$ cat config.mk
export PLATFORM = sky130hd
export DESIGN_NAME = axi_mem_bridge
export DESIGN_NICKNAME = d
export VERILOG_FILES = /design/src/rtl/axi_pkg.sv /design/src/rtl/axi_mem_bridge.sv
export SDC_FILE = /design/constraint.sdc
export NUM_CORES = 1
export LEC_CHECK = 0
export BUFFER_PORTS_ARGS = -buffer_cell sky130_fd_sc_hd__clkbuf_2
export CAP_MARGIN = 30
export CORE_AREA = 2 2 119 121
export DETAILED_ROUTE_END_ITERATION = 12
export DIE_AREA = 0 0 121 123
export PLACE_DENSITY = 0.88
export SLEW_MARGIN = 20
export SYNTH_ARGS = -nofsm -noshare
export SYNTH_HDL_FRONTEND = slang
export SYNTH_SLANG_ARGS = --single-unit
$ cat constraint.sdc
create_clock -name aclk -period 1.6 [get_ports aclk]
set_input_delay 0.32 -clock aclk [delete_from_list [all_inputs] [get_ports aclk]]
set_output_delay 0.32 -clock aclk [all_outputs]
set_load 0.02 [all_outputs]
$ cat src/rtl/axi_pkg.sv
// Shared AXI4 encodings and the bridge FSM state type.
package axi_pkg;

    localparam logic [1:0] BURST_FIXED = 2'b00;
    localparam logic [1:0] BURST_INCR  = 2'b01;
    localparam logic [1:0] BURST_WRAP  = 2'b10;

    localparam logic [1:0] RESP_OKAY   = 2'b00;
    localparam logic [1:0] RESP_EXOKAY = 2'b01;
    localparam logic [1:0] RESP_SLVERR = 2'b10;
    localparam logic [1:0] RESP_DECERR = 2'b11;

    typedef enum logic [2:0] {
        ST_IDLE,
        ST_WR_AW_W,
        ST_WR_B,
        ST_RD_AR,
        ST_RD_R,
        ST_DONE
    } state_t;

endpackage

$ cat src/rtl/axi_mem_bridge.sv
// CPU memory request to AXI4 master bridge: single reads/writes and aligned INCR line-fill reads,
// one transaction in flight, AXI error responses reported as a sticky flag.
module axi_mem_bridge
    import axi_pkg::*;
#(
    parameter int ADDR_W    = 32,
    parameter int DATA_W    = 32,
    parameter int ID_W      = 4,
    parameter int AXI_ID    = 0,
    parameter int BURST_LEN = 4
) (
    input  logic                  aclk,
    input  logic                  areset,

    input  logic [ADDR_W-1:0]     input_address,
    input  logic [DATA_W-1:0]     input_data,
    input  logic [DATA_W/8-1:0]   input_byteenable,
    input  logic                  input_read,
    input  logic                  input_write,
    input  logic                  input_burst,
    output logic                  output_cache_stall,
    output logic [DATA_W-1:0]     output_read_data,
    output logic                  output_read_valid,
    output logic [3:0]            output_beat,
    output logic                  output_bus_error,

    output logic [ID_W-1:0]       awid,
    output logic [ADDR_W-1:0]     awaddr,
    output logic [7:0]            awlen,
    output logic [2:0]            awsize,
    output logic [1:0]            awburst,
    output logic [2:0]            awprot,
    output logic                  awvalid,
    input  logic                  awready,

    output logic [DATA_W-1:0]     wdata,
    output logic [DATA_W/8-1:0]   wstrb,
    output logic                  wlast,
    output logic                  wvalid,
    input  logic                  wready,

    input  logic [ID_W-1:0]       bid,
    input  logic [1:0]            bresp,
    input  logic                  bvalid,
    output logic                  bready,

    output logic [ID_W-1:0]       arid,
    output logic [ADDR_W-1:0]     araddr,
    output logic [7:0]            arlen,
    output logic [2:0]            arsize,
    output logic [1:0]            arburst,
    output logic [2:0]            arprot,
    output logic                  arvalid,
    input  logic                  arready,

    input  logic [ID_W-1:0]       rid,
    input  logic [DATA_W-1:0]     rdata,
    input  logic [1:0]            rresp,
    input  logic                  rlast,
    input  logic                  rvalid,
    output logic                  rready
);

    localparam int                STRB_W    = DATA_W / 8;
    localparam logic [2:0]        SIZE      = 3'($clog2(STRB_W));
    localparam logic [ADDR_W-1:0] LINE_MASK = ADDR_W'(BURST_LEN * STRB_W - 1);

    state_t     state, state_nxt;
    logic       burst_q;
    logic [4:0] beat_cnt;
    logic [4:0] last_idx;

    // Response IDs are accepted regardless of value; only resp[1] matters for errors.
    logic unused_resp;
    assign unused_resp = ^{bid, rid, bresp[0], rresp[0]};

    assign awprot   = 3'b000;
    assign arprot   = 3'b000;
    assign last_idx = burst_q ? 5'(BURST_LEN - 1) : 5'd0;

    assign output_cache_stall = (input_read | input_write) & (state != ST_DONE);

    always_comb begin
        state_nxt = state;
        case (state)
            ST_IDLE: begin
                if (input_write)     state_nxt = ST_WR_AW_W;
                else if (input_read) state_nxt = ST_RD_AR;
            end
            ST_WR_AW_W: begin
                if ((!awvalid || awready) && (!wvalid || wready)) state_nxt = ST_WR_B;
            end
            ST_WR_B: begin
                if (bvalid) state_nxt = input_read ? ST_RD_AR : ST_DONE;
            end
            ST_RD_AR: begin
                if (arvalid && arready) state_nxt = ST_RD_R;
            end
            ST_RD_R: begin
                if (rvalid && rlast) state_nxt = ST_DONE;
            end
            ST_DONE:  state_nxt = ST_IDLE;
            default:  state_nxt = ST_IDLE;
        endcase
    end

    always_ff @(posedge aclk) begin
        if (areset) begin
            state             <= ST_IDLE;
            burst_q           <= 1'b0;
            beat_cnt          <= '0;
            output_read_data  <= '0;
            output_read_valid <= 1'b0;
            output_beat       <= '0;
            output_bus_error  <= 1'b0;
            awid              <= '0;
            awaddr            <= '0;
            awlen             <= '0;
            awsize            <= '0;
            awburst           <= '0;
            awvalid           <= 1'b0;
            wdata             <= '0;
            wstrb             <= '0;
            wlast             <= 1'b0;
            wvalid            <= 1'b0;
            bready            <= 1'b0;
            arid              <= '0;
            araddr            <= '0;
            arlen             <= '0;
            arsize            <= '0;
            arburst           <= '0;
            arvalid           <= 1'b0;
            rready            <= 1'b0;
        end else begin
            state             <= state_nxt;
            output_read_valid <= 1'b0;

            if (state == ST_IDLE && state_nxt != ST_IDLE)
                output_bus_error <= 1'b0;

            // Write address and data are launched together and retire independently.
            if (state == ST_IDLE && input_write) begin
                awvalid <= 1'b1;
                wvalid  <= 1'b1;
                awid    <= ID_W'(AXI_ID);
                awaddr  <= input_address;
                awlen   <= 8'd0;
                awsize  <= SIZE;
                awburst <= BURST_INCR;
                wdata   <= input_data;
                wstrb   <= input_byteenable;
                wlast   <= 1'b1;
            end
            if (awvalid && awready) awvalid <= 1'b0;
            if (wvalid && wready)   wvalid  <= 1'b0;

            bready <= (state_nxt == ST_WR_B);
            if (bvalid && bready && bresp[1])
                output_bus_error <= 1'b1;

            // Entry into RD_AR comes from IDLE or from the tail of a write.
            if (state_nxt == ST_RD_AR && state != ST_RD_AR) begin
                arvalid  <= 1'b1;
                arid     <= ID_W'(AXI_ID);
                araddr   <= input_burst ? (input_address & ~LINE_MASK) : input_address;
                arlen    <= input_burst ? 8'(BURST_LEN - 1) : 8'd0;
                arsize   <= SIZE;
                arburst  <= BURST_INCR;
                burst_q  <= input_burst;
                beat_cnt <= '0;
            end
            if (arvalid && arready) arvalid <= 1'b0;

            rready <= (state_nxt == ST_RD_R);
            if (rvalid && rready) begin
                output_read_data  <= rdata;
                output_read_valid <= 1'b1;
                output_beat       <= beat_cnt[3:0];
                beat_cnt          <= beat_cnt + 5'd1;
                if (rresp[1] || (rlast && beat_cnt < last_idx))
                    output_bus_error <= 1'b1;
            end
        end
    end

endmodule

Yosys cells after proc, flatten, opt, wreduce, memory -nomap -nowiden:

Cells that the tools add are included.

* output and inout bits: 185
* input port bits: 123
* logic and storage cells: 73
* bits in registers: 162

* magnitude comparators: 1
* equality and inequality tests: 9
* reductions and logical operators: 23
* $add $sub $neg: 1
* bitwise operators: 2
* multiplexer cells: 18

Operator list (count)
* $mux 3: 7
* $pmux 3 s5: 1
* $eq 3x2->1 const B: 4
* $logic_and 1x1->1: 12
* $mux 5: 2
* $eq 3x3->1 const B: 2
* $reduce_or 2->1: 3
* $add 5x1->5 const B: 1
* $lt 5x2->1: 1
* $mux 1: 5
* $mux 2: 2
* $mux 4: 1
* $eq 3x1->1 const B: 1
* $logic_not 3->1: 1
* $logic_or 1x1->1: 3
* $ne 3x2->1 const B: 1
* $ne 3x3->1 const B: 1
* $reduce_bool 3->1: 1
* $logic_not 1->1: 2
* $reduce_bool 2->1: 1
* $and 1x1->1: 1
* $or 1x1->1: 1

Logic depth before layout (Yosys ltp):

* word-level depth: 11
* mapped depth: 8
* depth with buffers taken out: 6

Least setup slack after synthesis:

Ideal clock, no wire load.

* path kind: register to register
* start: register state[0]
* end: register wdata[12]
* required time: 1.468 ns
* period minus slack after synthesis: 1.456 ns
* setup time: 0.132 ns
* cell stages (with the launch flop): 9
* buffers on the path: 4
* arrival: 1.324 ns
* setup slack: 0.144 ns
* path through: dfxtp_1 > buf_2 > nor3_2 > and2_1 > buf_2 > buf_4 > buf_4 > nand2_1 > a21oi_1

* cells in the longest elaborated chain, start to end: 2

Ends and longest elaborated chain
* start: declaration: line axi_mem_bridge.sv:68 `state_t state, state_nxt;`
* start signal: assignment: line axi_mem_bridge.sv:135 `state <= state_nxt;`
* $logic_not 3->1: line axi_mem_bridge.sv:142 `if (state == ST_IDLE && input_write) begin`
* $logic_and 1x1->1: line axi_mem_bridge.sv:142
* end signal: assignment: line axi_mem_bridge.sv:150 `wdata <= input_data;`
* end: declaration: line axi_mem_bridge.sv:36 `output logic [DATA_W-1:0] wdata,`

No other way between the ends.
A chain may end at the register's enable or synchronous reset.

Worst setup path in the final report:

* start: register state[1]
* end: register araddr[28]

* cells in the longest elaborated chain, start to end: 5
* elaborated cells on any way between the ends: 15
* those cells by class: eq/ne: 6; mux: 7; reduce/logical: 2

Ends and longest elaborated chain
* $mux 3: line axi_mem_bridge.sv:88 `else if (input_read) state_nxt = ST_RD_AR;`
* $mux 3: line axi_mem_bridge.sv:87 `if (input_write) state_nxt = ST_WR_AW_W;`
* $pmux 3 s5: line axi_mem_bridge.sv:85 `case (state)`
* $eq 3x2->1: line axi_mem_bridge.sv:162 `if (state_nxt == ST_RD_AR && state != ST_RD_AR) begin`
* $logic_and 1x1->1 *: line axi_mem_bridge.sv:162
* end signal: assignment: line axi_mem_bridge.sv:165 `araddr <= input_burst ? (input_address & ~LINE_MASK) : input_address;`
* end: declaration: line axi_mem_bridge.sv:48 `output logic [ADDR_W-1:0] araddr,`

Mark *: on every way between the ends. The rest lies on a longest branch, timed or not.

==> out/summary.txt <==
Sequential-to-total area share from yosys stat - 51.6%
Die Height - 123 microns
Non-filler cells, final - 1193
Largest area contributor in the netlist - dfxtp_1
P per Cell Area - 1420 nW/um^2
Reg power frac - 37.3%
Pint - 7.97 mW
Filler cells - 1144
Clk pwr share - 34.7%
Yosys reg bits - 154
Root buf cell - clkbuf_16
CTS H-Tree Depth - 4
Worst setup SP type - register
Minimum clock period - 1610 ps
WL/cell - 14.2 microns
Detail Route Antenna Nets - 0
Clock transition at path regs - 70 ps
Fin crit share - 101%
Fraction of post-synthesis cell area in the top cell type by area - 51.6%
CTS Hold Bufs - 0
Ant diodes - 0
First-pass GRT wire length - 25400 microns
Aggregate global-route resource usage - 21.6%
Dpl hpwl - 11500 microns
Chip width - 121 microns
Row count - 43
Layout overhead on the synthesized area - 40.1%
Largest cells by area after synthesis - dfxtp_1, nand2_1, a21oi_1, buf_4, o21ai_0
Final WS setup - -14.7 ps
DRC - 0
Core Util, Final - 61.5%
Yosys warning count - 0
Crit path capture type - register
Total die area - 14900 sq um
Nets@finish - 1125
Via count - 5965
CP Launch Point - state[1]$_SDFF_PP0_
Hold WC Path Type - input pin to register
# clock sinks - 154
Max Freq - 0.619 GHz
Iteration count of the initial detailed-routing pass - 4
Routed wire length - 17000 microns
Total gr overflow - 0
Worst endpoint required time - 1960 ps
RSZ-0062 raised after global routing - true
Share of cells above drive strength 1 - 36.2%
Switch Pwr - 3.90 mW
Distinct cells, synth - 40
Arrival @ worst endpoint - 1970 ps
Max IR drop VDD - 0.000689 V
Worst Skew - 10.4 ps
Max clock buf depth - 2
Initial DRC Count - 349
Max Slew Vio Count - 0
Initial antenna violation count - 0
CP Class - register to register
Sw Share - 32.8%
Leak - 3.66 nW
Syn_area_per_cell - 8.02 sq um
Synth Instances - 745
Placer Congestion - 0.799
Overall power - 11.9 mW
Worst r2r src - state[1]$_SDFF_PP0_
Initial core utilization - 43.9%
Critical Path Fanout Max - 8
Placed Cells - 1153
Worst skew pair latency - 420 ps
Largest net degree at the start of global routing - 71
CTS tree - built
I/O Pins - 308
Status - finished, violations left
Via count of the first global-routing pass - 5466
Max-cap viol count - 0
Vias/cell - 5.00
Setup_tns - -21.0 ps
Final Setup Violations - 4
Failing checks - negative setup slack
Core area - 13600 sq um
PortBufs - 263
Final Hold Fails - 0
Hold_sp - rdata[2]
Combinational group share of total power - 28.0%
CTS buffer count - 17
Area of the mapped netlist - 5980 sq um
[metal layers]
metal	vias to the layer above	wire [microns]	GRT usage [%]
met5	-	0	0
met4	0	460	9.01
met3	42	1440	8.26
met2	246	8470	37.8
met1	2752	6600	23.4
li1	2925	-	-
[registers in the layout, indices dropped and copies added (netlist names)]
name / cells
araddr: 32
arburst: 1
arlen: 1
arvalid: 1
awaddr: 32
awsize: 1
awvalid: 1
beat_cnt: 5
bready: 1
output_beat: 4
output_bus_error: 1
output_read_data: 32
output_read_valid: 1
rready: 1
state: 3
wdata: 32
wstrb: 4
wvalid: 1
[logic make-up after synthesis]
logic type | count (synthesis) | share of synthesized area (%)
AO/OA/AOI/OAI | 197 | 18.1
adder cells (fa/ha/maj) | 2 | 0.419
buffers and inverters | 98 | 9.11
flip-flops | 154 | 51.6
other | 1 | 0.0627
AND/OR/NAND/NOR | 293 | 20.7
[power groups by stage]
| stage | clock network, mW | registers [mW] | logic [mW] |
|---|---|---|---|
| 6_report | 4.12 | 4.42 | 3.33 |
| 5_1_grt | 4.37 | 4.46 | 3.59 |
| 4_1_cts | 4.20 | 4.41 | 2.92 |
| 3_5_place_dp | 0 | 4.50 | 2.89 |
| 3_3_place_gp | 0 | 4.47 | 2.86 |
| 2_1_floorplan | 0 | 4.90 | 1.40 |
[cells in the mapped netlist]
master and instances:
nand2_1 217, dfxtp_1 154, a21oi_1 144, buf_4 41
clkbuf_1 34, o21ai_0 34, nand3_1 32, buf_2 16
nor2_1 14, o21ai_1 6, nor3_1 5, inv_1 4
nand4b_1 4, nand2b_1 3, nor2b_1 3, and2_1 2
and3_1 2, clkbuf_2 2, ha_1 2, nand3b_1 2
nor4_1 2, nor4b_1 2, o21a_1 2, o41ai_1 2
a22oi_1 1, a2bb2oi_4 1, a31oi_1 1, a32oi_1 1
and2b_4 1, buf_1 1, conb_1 1, nand3_2 1
nor3_2 1, o211ai_1 1, o2bb2ai_4 1, o32a_2 1
o32ai_2 1, o41ai_2 1, or3_1 1, or3b_2 1
[what timing repair did]
| item | 4_1_cts | 5_1_grt |
|---|---|---|
| setup buffers | 2 | 3 |
| pin swaps | 0 | 18 |
| setup endpoints to repair | 5 | 40 |
| gates resized for setup | 7 | 57 |
| cloned | 0 | 3 |
[critical path, cell delays in order (launching register included)]
cell and delay [ps]:
dfxtp_4 350, buf_6 130, a21oi_4 70, buf_6 120, o32ai_4 290, buf_12 160
clkbuf_16 190, nand3_2 100, a21oi_2 120
[cell type report]
| cell class | instances | area [sq um] | share of cell area (%) |
|---|---|---|---|
| sequential | 154 | 3090 | 36.9 |
| clock inverter | 12 | 164 | 1.96 |
| inverter | 4 | 15.0 | 0.179 |
| multi-input combinational | 526 | 2660 | 31.8 |
| tap | 180 | 225 | 2.69 |
| timing repair buffer | 297 | 1770 | 21.1 |
| clock buffer | 20 | 447 | 5.33 |
[cell usage in the layout (no fill, tap or decap), types with 5 or more instances in the layout]
cell type  Yosys  routed
o21ai_1        6      22
clkbuf_16      0      19
buf_6          0       5
nor3_1         5       5
nand3_4        0       6
a21oi_2        0      12
dfxtp_1      154     151
buf_12         0      11
clkbuf_2       2     261
a21oi_1      144     131
nand2_1      217     215
nand3_1       32      23
conb_1         1      34
nor2_1        14      12
o21ai_0       34      17
buf_4         41      18
[worst paths after layout]
| check | slack [ps] | to | depth (start not counted) |
|---|---|---|---|
| max | -10 | araddr[28]$_SDFFE_PP0P_ | 8 |
| min | 100 | output_read_data[2]$_SDFFE_PP0P_ | 3 |
| max reg2reg | -10 | araddr[28]$_SDFFE_PP0P_ | 8 |
| min reg2reg | 450 | output_read_data[0]$_SDFFE_PP0P_ | 2 |
[through the flow]
step                setup slack, ps  hold slack (ps)  area [sq um]
floorplan                       144              456          6100
global placement              -12.3              441          7450
detailed placement            -69.5              445          7450
CTS                            9.47             91.2          8090
global route                  -80.4             87.7          8380
finish                        -14.7              103          8380
(Power assumes the default switching activity.)
